### config.mk
export PLATFORM = sky130hd
export DESIGN_NAME = reorder_buffer_flat
export DESIGN_NICKNAME = d
export VERILOG_FILES = /design/src/rtl/reorder_buffer_if.sv /design/src/rtl/reorder_buffer.sv /design/src/flat_wrapper.sv
export SDC_FILE = /design/constraint.sdc
export NUM_CORES = 2
export LEC_CHECK = 0
export CAP_MARGIN = 20
export CORE_ASPECT_RATIO = 1.5
export CORE_MARGIN = 5
export CORE_UTILIZATION = 56
export CTS_CLUSTER_DIAMETER = 100
export DETAILED_ROUTE_END_ITERATION = 10
export PLACE_DENSITY = 0.77
export SYNTH_ARGS = -nofsm -noshare
export SYNTH_HDL_FRONTEND = slang
export SYNTH_SLANG_ARGS = --single-unit
### constraint.sdc
create_clock -name clk_in -period 4.15 [get_ports clk_in]
set_input_delay 0.83 -clock clk_in [delete_from_list [all_inputs] [get_ports clk_in]]
set_output_delay 0.83 -clock clk_in [all_outputs]
set_load 0.01 [all_outputs]
### src/rtl/reorder_buffer_if.sv
// Dispatcher/execution/commit bundle between the out-of-order core and the reorder buffer.
// The master side drives allocation, queries and writebacks; the slave (ROB) drives status and commit outputs.
interface reorder_buffer_if;
  // Allocation from the dispatcher
  logic        en_signal_from_dispatcher;
  logic [4:0]  rd_from_dispatcher;
  logic        is_jump_from_dispatcher;
  logic        is_store_from_dispatcher;
  logic        predicted_jump_from_dispatcher;
  logic [31:0] pc_from_dispatcher;
  logic [31:0] rollback_pc_from_dispatcher;
  logic [4:0]  alloc_id_out;
  logic        full_to_fetcher;

  // Operand queries
  logic [4:0]  Q1_from_dispatcher;
  logic [4:0]  Q2_from_dispatcher;
  logic        Q1_ready_to_dispatcher;
  logic        Q2_ready_to_dispatcher;
  logic [31:0] data1_to_dispatcher;
  logic [31:0] data2_to_dispatcher;

  // Writebacks
  logic        valid_from_alu;
  logic [4:0]  rob_id_from_alu;
  logic [31:0] result_from_alu;
  logic        jump_from_alu;
  logic        valid_from_lsu;
  logic [4:0]  rob_id_from_lsu;
  logic [31:0] result_from_lsu;

  // Commit, predictor update and rollback
  logic        commit_en_to_reg;
  logic [4:0]  commit_rd_to_reg;
  logic [31:0] commit_data_to_reg;
  logic [4:0]  commit_id_to_reg;
  logic        commit_store_to_lsb;
  logic [4:0]  commit_id_to_lsb;
  logic        bp_update_en;
  logic [31:0] bp_pc;
  logic        bp_taken;
  logic        rollback_flag_to_all;
  logic [31:0] rollback_pc_to_fetcher;

  modport master (
    output en_signal_from_dispatcher, rd_from_dispatcher, is_jump_from_dispatcher,
           is_store_from_dispatcher, predicted_jump_from_dispatcher, pc_from_dispatcher,
           rollback_pc_from_dispatcher, Q1_from_dispatcher, Q2_from_dispatcher,
           valid_from_alu, rob_id_from_alu, result_from_alu, jump_from_alu,
           valid_from_lsu, rob_id_from_lsu, result_from_lsu,
    input  alloc_id_out, full_to_fetcher, Q1_ready_to_dispatcher, Q2_ready_to_dispatcher,
           data1_to_dispatcher, data2_to_dispatcher, commit_en_to_reg, commit_rd_to_reg,
           commit_data_to_reg, commit_id_to_reg, commit_store_to_lsb, commit_id_to_lsb,
           bp_update_en, bp_pc, bp_taken, rollback_flag_to_all, rollback_pc_to_fetcher
  );

  modport slave (
    input  en_signal_from_dispatcher, rd_from_dispatcher, is_jump_from_dispatcher,
           is_store_from_dispatcher, predicted_jump_from_dispatcher, pc_from_dispatcher,
           rollback_pc_from_dispatcher, Q1_from_dispatcher, Q2_from_dispatcher,
           valid_from_alu, rob_id_from_alu, result_from_alu, jump_from_alu,
           valid_from_lsu, rob_id_from_lsu, result_from_lsu,
    output alloc_id_out, full_to_fetcher, Q1_ready_to_dispatcher, Q2_ready_to_dispatcher,
           data1_to_dispatcher, data2_to_dispatcher, commit_en_to_reg, commit_rd_to_reg,
           commit_data_to_reg, commit_id_to_reg, commit_store_to_lsb, commit_id_to_lsb,
           bp_update_en, bp_pc, bp_taken, rollback_flag_to_all, rollback_pc_to_fetcher
  );
endinterface

### src/rtl/reorder_buffer.sv
// Circular reorder buffer: allocates in dispatch order, captures ALU/LSU results,
// commits the head in program order and raises a one-cycle rollback on a mispredicted jump.
module reorder_buffer #(
  parameter int unsigned DEPTH = 16
) (
  input logic             clk_in,
  input logic             rst_in,
  input logic             rdy_in,
  reorder_buffer_if.slave bus
);

  localparam int unsigned PW = (DEPTH > 1) ? $clog2(DEPTH) : 1;
  localparam int unsigned CW = $clog2(DEPTH + 1);
  localparam int unsigned IW = 5;
  localparam int unsigned XW = 32;

  typedef struct packed {
    logic          busy;
    logic          ready;
    logic [IW-1:0] rd;
    logic          is_jump;
    logic          is_store;
    logic          pred;
    logic          actual;
    logic [XW-1:0] pc;
    logic [XW-1:0] rollback_pc;
    logic [XW-1:0] value;
  } entry_t;

  entry_t        rob_q [DEPTH];
  logic [PW-1:0] head_q;
  logic [PW-1:0] tail_q;
  logic [CW-1:0] count_q;
  logic [CW-1:0] count_next;
  logic          rollback_q;

  logic          commit_en_q;
  logic [IW-1:0] commit_rd_q;
  logic [XW-1:0] commit_data_q;
  logic [IW-1:0] commit_id_q;
  logic          commit_store_q;
  logic [IW-1:0] commit_lsb_id_q;
  logic          bp_en_q;
  logic [XW-1:0] bp_pc_q;
  logic          bp_taken_q;
  logic [XW-1:0] rollback_pc_q;

  entry_t        head_e;
  entry_t        new_entry;
  logic          commit_fire;
  logic          mispredict;
  logic          alloc_fire;
  logic          alu_hit;
  logic          lsu_hit;
  logic [PW-1:0] alu_idx;
  logic [PW-1:0] lsu_idx;
  logic [PW-1:0] q1_idx;
  logic [PW-1:0] q2_idx;
  logic [IW-1:0] head_id;

  // ID 0 means "no entry"; IDs above DEPTH never name a slot
  function automatic logic id_valid(input logic [IW-1:0] id);
    return (id != '0) && (32'(id) <= DEPTH);
  endfunction

  function automatic logic [PW-1:0] to_idx(input logic [IW-1:0] id);
    return PW'(id - IW'(1));
  endfunction

  function automatic logic [PW-1:0] wrap_inc(input logic [PW-1:0] p);
    return (32'(p) == DEPTH - 1) ? '0 : p + PW'(1);
  endfunction

  assign head_e  = rob_q[head_q];
  assign head_id = IW'(head_q) + IW'(1);

  // Commit and flush decisions use registered state only, so a same-cycle
  // writeback to the head is committed one cycle later.
  always_comb begin
    commit_fire = rdy_in && head_e.busy && head_e.ready;
    mispredict  = commit_fire && head_e.is_jump && (head_e.actual != head_e.pred);
    alloc_fire  = rdy_in && bus.en_signal_from_dispatcher && !mispredict && !rollback_q &&
                  (32'(count_q) < DEPTH);
  end

  always_comb begin
    alu_idx = to_idx(bus.rob_id_from_alu);
    lsu_idx = to_idx(bus.rob_id_from_lsu);
    alu_hit = bus.valid_from_alu && id_valid(bus.rob_id_from_alu) && rob_q[alu_idx].busy;
    lsu_hit = bus.valid_from_lsu && id_valid(bus.rob_id_from_lsu) && rob_q[lsu_idx].busy;
  end

  always_comb begin
    new_entry             = '0;
    new_entry.busy        = 1'b1;
    new_entry.rd          = bus.rd_from_dispatcher;
    new_entry.is_jump     = bus.is_jump_from_dispatcher;
    new_entry.is_store    = bus.is_store_from_dispatcher;
    new_entry.pred        = bus.predicted_jump_from_dispatcher;
    new_entry.pc          = bus.pc_from_dispatcher;
    new_entry.rollback_pc = bus.rollback_pc_from_dispatcher;
  end

  always_comb begin
    count_next = count_q;
    case ({alloc_fire, commit_fire})
      2'b10:   count_next = count_q + CW'(1);
      2'b01:   count_next = count_q - CW'(1);
      default: count_next = count_q;
    endcase
  end

  // Operand queries see only registered entry state
  always_comb begin
    q1_idx = to_idx(bus.Q1_from_dispatcher);
    q2_idx = to_idx(bus.Q2_from_dispatcher);
    bus.Q1_ready_to_dispatcher = 1'b0;
    bus.Q2_ready_to_dispatcher = 1'b0;
    bus.data1_to_dispatcher    = '0;
    bus.data2_to_dispatcher    = '0;
    if (id_valid(bus.Q1_from_dispatcher)) begin
      bus.Q1_ready_to_dispatcher = rob_q[q1_idx].busy && rob_q[q1_idx].ready;
      bus.data1_to_dispatcher    = rob_q[q1_idx].value;
    end
    if (id_valid(bus.Q2_from_dispatcher)) begin
      bus.Q2_ready_to_dispatcher = rob_q[q2_idx].busy && rob_q[q2_idx].ready;
      bus.data2_to_dispatcher    = rob_q[q2_idx].value;
    end
  end

  always_ff @(posedge clk_in or negedge rst_in) begin
    if (!rst_in) begin
      for (int i = 0; i < int'(DEPTH); i++) rob_q[i] <= '0;
      head_q          <= '0;
      tail_q          <= '0;
      count_q         <= '0;
      rollback_q      <= 1'b0;
      commit_en_q     <= 1'b0;
      commit_rd_q     <= '0;
      commit_data_q   <= '0;
      commit_id_q     <= '0;
      commit_store_q  <= 1'b0;
      commit_lsb_id_q <= '0;
      bp_en_q         <= 1'b0;
      bp_pc_q         <= '0;
      bp_taken_q      <= 1'b0;
      rollback_pc_q   <= '0;
    end else if (!rdy_in) begin
      commit_en_q    <= 1'b0;
      commit_store_q <= 1'b0;
      bp_en_q        <= 1'b0;
      rollback_q     <= 1'b0;
    end else begin
      commit_en_q    <= 1'b0;
      commit_store_q <= 1'b0;
      bp_en_q        <= 1'b0;
      rollback_q     <= 1'b0;

      if (alloc_fire) begin
        rob_q[tail_q] <= new_entry;
        tail_q        <= wrap_inc(tail_q);
      end

      if (alu_hit) begin
        rob_q[alu_idx].ready  <= 1'b1;
        rob_q[alu_idx].value  <= bus.result_from_alu;
        rob_q[alu_idx].actual <= bus.jump_from_alu;
      end
      if (lsu_hit) begin
        rob_q[lsu_idx].ready <= 1'b1;
        rob_q[lsu_idx].value <= bus.result_from_lsu;
      end

      if (commit_fire) begin
        rob_q[head_q].busy <= 1'b0;
        head_q             <= wrap_inc(head_q);
        if (head_e.is_store) begin
          commit_store_q  <= 1'b1;
          commit_lsb_id_q <= head_id;
        end else if (head_e.rd != '0) begin
          commit_en_q   <= 1'b1;
          commit_rd_q   <= head_e.rd;
          commit_data_q <= head_e.value;
          commit_id_q   <= head_id;
        end
        if (head_e.is_jump) begin
          bp_en_q    <= 1'b1;
          bp_pc_q    <= head_e.pc;
          bp_taken_q <= head_e.actual;
        end
      end

      // Wrong-path flush overrides every other pointer and busy update
      if (mispredict) begin
        for (int i = 0; i < int'(DEPTH); i++) rob_q[i].busy <= 1'b0;
        head_q        <= '0;
        tail_q        <= '0;
        count_q       <= '0;
        rollback_q    <= 1'b1;
        rollback_pc_q <= head_e.rollback_pc;
      end else begin
        count_q <= count_next;
      end
    end
  end

  assign bus.alloc_id_out    = IW'(tail_q) + IW'(1);
  assign bus.full_to_fetcher = (32'(count_q) >= DEPTH - 2);

  // Pulses are masked while stalled; held fields keep their last values
  assign bus.commit_en_to_reg       = commit_en_q && rdy_in;
  assign bus.commit_rd_to_reg       = commit_rd_q;
  assign bus.commit_data_to_reg     = commit_data_q;
  assign bus.commit_id_to_reg       = commit_id_q;
  assign bus.commit_store_to_lsb    = commit_store_q && rdy_in;
  assign bus.commit_id_to_lsb       = commit_lsb_id_q;
  assign bus.bp_update_en           = bp_en_q && rdy_in;
  assign bus.bp_pc                  = bp_pc_q;
  assign bus.bp_taken               = bp_taken_q;
  assign bus.rollback_flag_to_all   = rollback_q && rdy_in;
  assign bus.rollback_pc_to_fetcher = rollback_pc_q;

endmodule

### src/flat_wrapper.sv
// flat-port wrapper written by rule: the top's interface ports become plain ports
module reorder_buffer_flat 
#(
  parameter int unsigned DEPTH = 16
)
  (clk_in, rst_in, rdy_in, bus_en_signal_from_dispatcher, bus_rd_from_dispatcher, bus_is_jump_from_dispatcher, bus_is_store_from_dispatcher, bus_predicted_jump_from_dispatcher, bus_pc_from_dispatcher, bus_rollback_pc_from_dispatcher, bus_Q1_from_dispatcher, bus_Q2_from_dispatcher, bus_valid_from_alu, bus_rob_id_from_alu, bus_result_from_alu, bus_jump_from_alu, bus_valid_from_lsu, bus_rob_id_from_lsu, bus_result_from_lsu, bus_alloc_id_out, bus_full_to_fetcher, bus_Q1_ready_to_dispatcher, bus_Q2_ready_to_dispatcher, bus_data1_to_dispatcher, bus_data2_to_dispatcher, bus_commit_en_to_reg, bus_commit_rd_to_reg, bus_commit_data_to_reg, bus_commit_id_to_reg, bus_commit_store_to_lsb, bus_commit_id_to_lsb, bus_bp_update_en, bus_bp_pc, bus_bp_taken, bus_rollback_flag_to_all, bus_rollback_pc_to_fetcher);
  reorder_buffer_if bus_i ();
  input logic clk_in;
  input logic rst_in;
  input logic rdy_in;
  input wire logic [$bits(bus_i.en_signal_from_dispatcher)-1:0] bus_en_signal_from_dispatcher;
  input wire logic [$bits(bus_i.rd_from_dispatcher)-1:0] bus_rd_from_dispatcher;
  input wire logic [$bits(bus_i.is_jump_from_dispatcher)-1:0] bus_is_jump_from_dispatcher;
  input wire logic [$bits(bus_i.is_store_from_dispatcher)-1:0] bus_is_store_from_dispatcher;
  input wire logic [$bits(bus_i.predicted_jump_from_dispatcher)-1:0] bus_predicted_jump_from_dispatcher;
  input wire logic [$bits(bus_i.pc_from_dispatcher)-1:0] bus_pc_from_dispatcher;
  input wire logic [$bits(bus_i.rollback_pc_from_dispatcher)-1:0] bus_rollback_pc_from_dispatcher;
  input wire logic [$bits(bus_i.Q1_from_dispatcher)-1:0] bus_Q1_from_dispatcher;
  input wire logic [$bits(bus_i.Q2_from_dispatcher)-1:0] bus_Q2_from_dispatcher;
  input wire logic [$bits(bus_i.valid_from_alu)-1:0] bus_valid_from_alu;
  input wire logic [$bits(bus_i.rob_id_from_alu)-1:0] bus_rob_id_from_alu;
  input wire logic [$bits(bus_i.result_from_alu)-1:0] bus_result_from_alu;
  input wire logic [$bits(bus_i.jump_from_alu)-1:0] bus_jump_from_alu;
  input wire logic [$bits(bus_i.valid_from_lsu)-1:0] bus_valid_from_lsu;
  input wire logic [$bits(bus_i.rob_id_from_lsu)-1:0] bus_rob_id_from_lsu;
  input wire logic [$bits(bus_i.result_from_lsu)-1:0] bus_result_from_lsu;
  output wire logic [$bits(bus_i.alloc_id_out)-1:0] bus_alloc_id_out;
  output wire logic [$bits(bus_i.full_to_fetcher)-1:0] bus_full_to_fetcher;
  output wire logic [$bits(bus_i.Q1_ready_to_dispatcher)-1:0] bus_Q1_ready_to_dispatcher;
  output wire logic [$bits(bus_i.Q2_ready_to_dispatcher)-1:0] bus_Q2_ready_to_dispatcher;
  output wire logic [$bits(bus_i.data1_to_dispatcher)-1:0] bus_data1_to_dispatcher;
  output wire logic [$bits(bus_i.data2_to_dispatcher)-1:0] bus_data2_to_dispatcher;
  output wire logic [$bits(bus_i.commit_en_to_reg)-1:0] bus_commit_en_to_reg;
  output wire logic [$bits(bus_i.commit_rd_to_reg)-1:0] bus_commit_rd_to_reg;
  output wire logic [$bits(bus_i.commit_data_to_reg)-1:0] bus_commit_data_to_reg;
  output wire logic [$bits(bus_i.commit_id_to_reg)-1:0] bus_commit_id_to_reg;
  output wire logic [$bits(bus_i.commit_store_to_lsb)-1:0] bus_commit_store_to_lsb;
  output wire logic [$bits(bus_i.commit_id_to_lsb)-1:0] bus_commit_id_to_lsb;
  output wire logic [$bits(bus_i.bp_update_en)-1:0] bus_bp_update_en;
  output wire logic [$bits(bus_i.bp_pc)-1:0] bus_bp_pc;
  output wire logic [$bits(bus_i.bp_taken)-1:0] bus_bp_taken;
  output wire logic [$bits(bus_i.rollback_flag_to_all)-1:0] bus_rollback_flag_to_all;
  output wire logic [$bits(bus_i.rollback_pc_to_fetcher)-1:0] bus_rollback_pc_to_fetcher;
  assign bus_i.en_signal_from_dispatcher = bus_en_signal_from_dispatcher;
  assign bus_i.rd_from_dispatcher = bus_rd_from_dispatcher;
  assign bus_i.is_jump_from_dispatcher = bus_is_jump_from_dispatcher;
  assign bus_i.is_store_from_dispatcher = bus_is_store_from_dispatcher;
  assign bus_i.predicted_jump_from_dispatcher = bus_predicted_jump_from_dispatcher;
  assign bus_i.pc_from_dispatcher = bus_pc_from_dispatcher;
  assign bus_i.rollback_pc_from_dispatcher = bus_rollback_pc_from_dispatcher;
  assign bus_i.Q1_from_dispatcher = bus_Q1_from_dispatcher;
  assign bus_i.Q2_from_dispatcher = bus_Q2_from_dispatcher;
  assign bus_i.valid_from_alu = bus_valid_from_alu;
  assign bus_i.rob_id_from_alu = bus_rob_id_from_alu;
  assign bus_i.result_from_alu = bus_result_from_alu;
  assign bus_i.jump_from_alu = bus_jump_from_alu;
  assign bus_i.valid_from_lsu = bus_valid_from_lsu;
  assign bus_i.rob_id_from_lsu = bus_rob_id_from_lsu;
  assign bus_i.result_from_lsu = bus_result_from_lsu;
  assign bus_alloc_id_out = bus_i.alloc_id_out;
  assign bus_full_to_fetcher = bus_i.full_to_fetcher;
  assign bus_Q1_ready_to_dispatcher = bus_i.Q1_ready_to_dispatcher;
  assign bus_Q2_ready_to_dispatcher = bus_i.Q2_ready_to_dispatcher;
  assign bus_data1_to_dispatcher = bus_i.data1_to_dispatcher;
  assign bus_data2_to_dispatcher = bus_i.data2_to_dispatcher;
  assign bus_commit_en_to_reg = bus_i.commit_en_to_reg;
  assign bus_commit_rd_to_reg = bus_i.commit_rd_to_reg;
  assign bus_commit_data_to_reg = bus_i.commit_data_to_reg;
  assign bus_commit_id_to_reg = bus_i.commit_id_to_reg;
  assign bus_commit_store_to_lsb = bus_i.commit_store_to_lsb;
  assign bus_commit_id_to_lsb = bus_i.commit_id_to_lsb;
  assign bus_bp_update_en = bus_i.bp_update_en;
  assign bus_bp_pc = bus_i.bp_pc;
  assign bus_bp_taken = bus_i.bp_taken;
  assign bus_rollback_flag_to_all = bus_i.rollback_flag_to_all;
  assign bus_rollback_pc_to_fetcher = bus_i.rollback_pc_to_fetcher;
  reorder_buffer #(.DEPTH(DEPTH)) u_core (.clk_in(clk_in), .rst_in(rst_in), .rdy_in(rdy_in), .bus(bus_i));
endmodule
==> run metrics <==
DP HPWL=slightly above 200 mm; Mapped Avg Cell Area=roughly 11 um2; final worst slack=-0.0247 ns; ys flop type=dfrtp_1; global-route usage over all layers=37.1%; proportion of synthesized flip-flops having asynchronous set or reset=100%; Worst R2R Path Depth=11; CP max stage cell=clkdlybuf4s50_1; hold crit path type=input pin to flip-flop; GP Congestion=1.03; first-pass GRT wire length=506 mm; htree depth=4; mapped cell area=0.0961 mm2; sequential-to-total area share from yosys stat=about 48%; endpoint class of the critical path=primary output; Synthesis Warnings=0; sw frac=34.5%; fin crit share=101%; Die W=roughly 350 um; Critical Path Max Stage Delay=0.56 ns; RSZ-0062 raised after global routing=yes; DRT Pass-1 Iters=9; Area Overhead vs Synth=15.5%; Gate Count Post-Synth=about 8600; sequential power share=roughly 40%; routed wire length=336 mm; max_cap viols=0; root buf cell=clkbuf_16; P_sw=24.7 mW; Synth Register Bits=1841; Worst-Margin Slew=between 1 and 1.5 ns; layout cell share with drive strength beyond 1=23.5%; number of nets in the layout=about 9000; Clock Tree Buf Depth=3; clk_skew=0.0619 ns; leakage=between 50 and 60 nW; worst vdd ir=0.581 mV; vias in the first global route=around 81000; crit path time final=4.17 ns; count leader, synth=nand2_1; hold path start=rdy_in; drc violations=0; hold path depth=3; via count=77400; Worst R2R Setup Slack=between 0.1 and 0.15 ns; clock network power share=around a quarter; die height=a little over 500 um; placed instance area=0.104 mm2; Data arrival, critical path=3.34 ns; Yosys top cell by area=dfrtp_1; initial core utilization=a little under three fifths; footprint of the multi-input gates=0.0462 mm2; worst-skew pair later-pin latency=0.86 ns; dominant cells by area after synthesis=dfrtp_1, mux4_2, nand2_1, mux2_2, a22oi_1; Worst-path clk slew=0.07 ns; Cell Chain, Critical Path=clkdlybuf4s50_1 > nor3_2 > xnor2_2 > buf_12 > buf_4 > a211oi_1 > a211oi_1 > buf_4 > clkdlybuf4s50_1; IO buf count=350; Logic pwr share=35.7%; P_int=47.0 mW; finished layout cell area=between 0.1 and 0.15 mm2; Final Hold Fails=0; crit path max fanout=11; max_slew headroom=20.3%; CP Launch Type=input pin; post-synthesis cell type count=70; Max Slew Vio Count=0; DRT iter0 DRCs=10900; final cell count without fillers=around 11000; total grt overflow=0; hold-critical path endpoint=u_core.count_q[2]; failing checks=negative setup slack; post-route ant nets=0; status=complete, but fails checks; initial antenna violation count=33; placed insts=10800; top cells by count, synth=nand2_1, dfrtp_1, mux4_2; CTS tree=built; syn nets=8811; count of final setup violators=1; total power=71.7 mW; Pwr Density=about 650 mW/mm2; fmax=0.240 GHz; Yosys top cell area share=47.9%; fillers=about 12000; sequential cell area=0.0461 mm2; largest net degree at the start of global routing=between 150 and 200; Post-synth EDFFs=0; Worst EP required=3.32 ns; # rows=186; IO Pins=351; Avg WL per Cell=30.2 um; DIE AREA=0.180 mm2; FF-to-FF Start=u_core.head_q[1]; Fin Setup TNS=-0.0247 ns; CP Class=input pin to primary output; final hold slack=0.339 ns; cts bufs inserted=roughly 170; routed vias/inst=around 7.0; TritonCTS Sinks=1841; core area=0.171 mm2
==> power by group through the flow <==
stage	combinational, mW	sequential, mW	clock (mW)
after floorplan	17.5	26.9	0
after global placement	24.4	28.0	0
after detailed placement	25.1	28.5	0
after CTS	25.4	28.3	17.6
after global routing	27.4	29.1	18.3
final	25.6	28.6	17.4
==> layer usage <==
layer / share of wire (%) / track usage [%]
met5: 0.072 / 0
met4: 8.2 / 24.8
met3: 13 / 12.4
met2: 46 / 57.7
met1: 33 / 44.1
==> final cells by class <==
class,count,share of cell area [%]
inverters,273,0.932
repair buffers,765,7.69
clock buffers,244,4.50
multi-input cells,5641,41.6
clock inverters,78,1.14
well taps,2256,2.54
flip-flops and latches,1841,41.5
diodes,16,0.0361
==> cell usage in the layout (no fill, tap or decap), drive strengths merged, types with 5 or more instances in the layout <==
master         count
o211ai             7
o22ai             11
and4               6
clkinvlp           8
nand4              6
a2111oi           19
or2                5
buf              413
diode             16
xnor2             12
dlymetal6s2s       9
mux2i             68
nor2              53
a22o             233
nor3              24
dfrtp           1841
a22oi            358
clkdlybuf4s50    315
clkbuf           249
nand2           2732
xor2               6
ha                22
and2              12
nor2b             69
nor3b             11
a211oi           144
and3               5
a21o               7
inv              281
o2bb2ai          133
o2111ai           15
bufinv            20
dlygate4sd2       17
a21oi             31
o21ai            363
clkinv            42
mux4             798
mux2             438
nand3             17
==> critical path, delay by kind of cell <==
| family | cells | cell delay, ns |
|---|---|---|
| AO/OA/AOI/OAI | 2 | 0.39 |
| XOR/XNOR | 1 | 0.16 |
| buffers and inverters | 5 | 1.72 |
| AND/OR/NAND/NOR | 1 | 0.23 |
==> per-stage QoR <==
step | worst slack [ns] | utilization (%)
after CTS | -0.175 | 64.7
after global placement | -0.314 | 60.9
after floorplan | 0.0298 | -
after global routing | -0.0733 | 64.9
after detailed placement | -0.321 | 60.9
final | -0.0247 | 64.9
==> cells by family (layout without fill, tap and decap cells) <==
family	count (synthesis)	in the layout	share of synthesized area [%]
simple gates	2955	2955	12.0
other cells	0	16	0
xor+xnor	18	18	0.164
compound gates	1342	1342	10.3
fa+ha+maj	22	22	0.286
mux	1304	1304	24.5
flops	1841	1841	47.9
buf+inv	1144	1360	4.81
==> worst max path at each step <==
stage | slack [ns] | start | depth (start not counted) | endpoint
finish | -0.02 | bus_Q2_from_dispatcher[2] | 9 | bus_data2_to_dispatcher[15]
global route | -0.07 | bus_Q2_from_dispatcher[2] | 9 | bus_data2_to_dispatcher[15]
CTS | -0.18 | bus_Q2_from_dispatcher[1] | 11 | bus_data2_to_dispatcher[15]
detailed placement | -0.32 | bus_Q1_from_dispatcher[1] | 9 | bus_data1_to_dispatcher[6]
global placement | -0.31 | bus_Q1_from_dispatcher[1] | 9 | bus_data1_to_dispatcher[6]
floorplan | 0.03 | bus_Q1_from_dispatcher[0] | 9 | bus_data1_to_dispatcher[1]
==> repair_timing <==
| item | CTS | global route |
|---|---|---|
| gates resized for setup | 65 | 33 |
| hold buffers | 1 | 0 |
| endpoints found under the hold margin | 60 | 0 |
| pin swaps | 3 | 3 |
| buffers inserted | 9 | 7 |
| setup endpoints to repair | 92 | 519 |
| gates cloned | 3 | 2 |
Power figures use the tool's default switching activity.
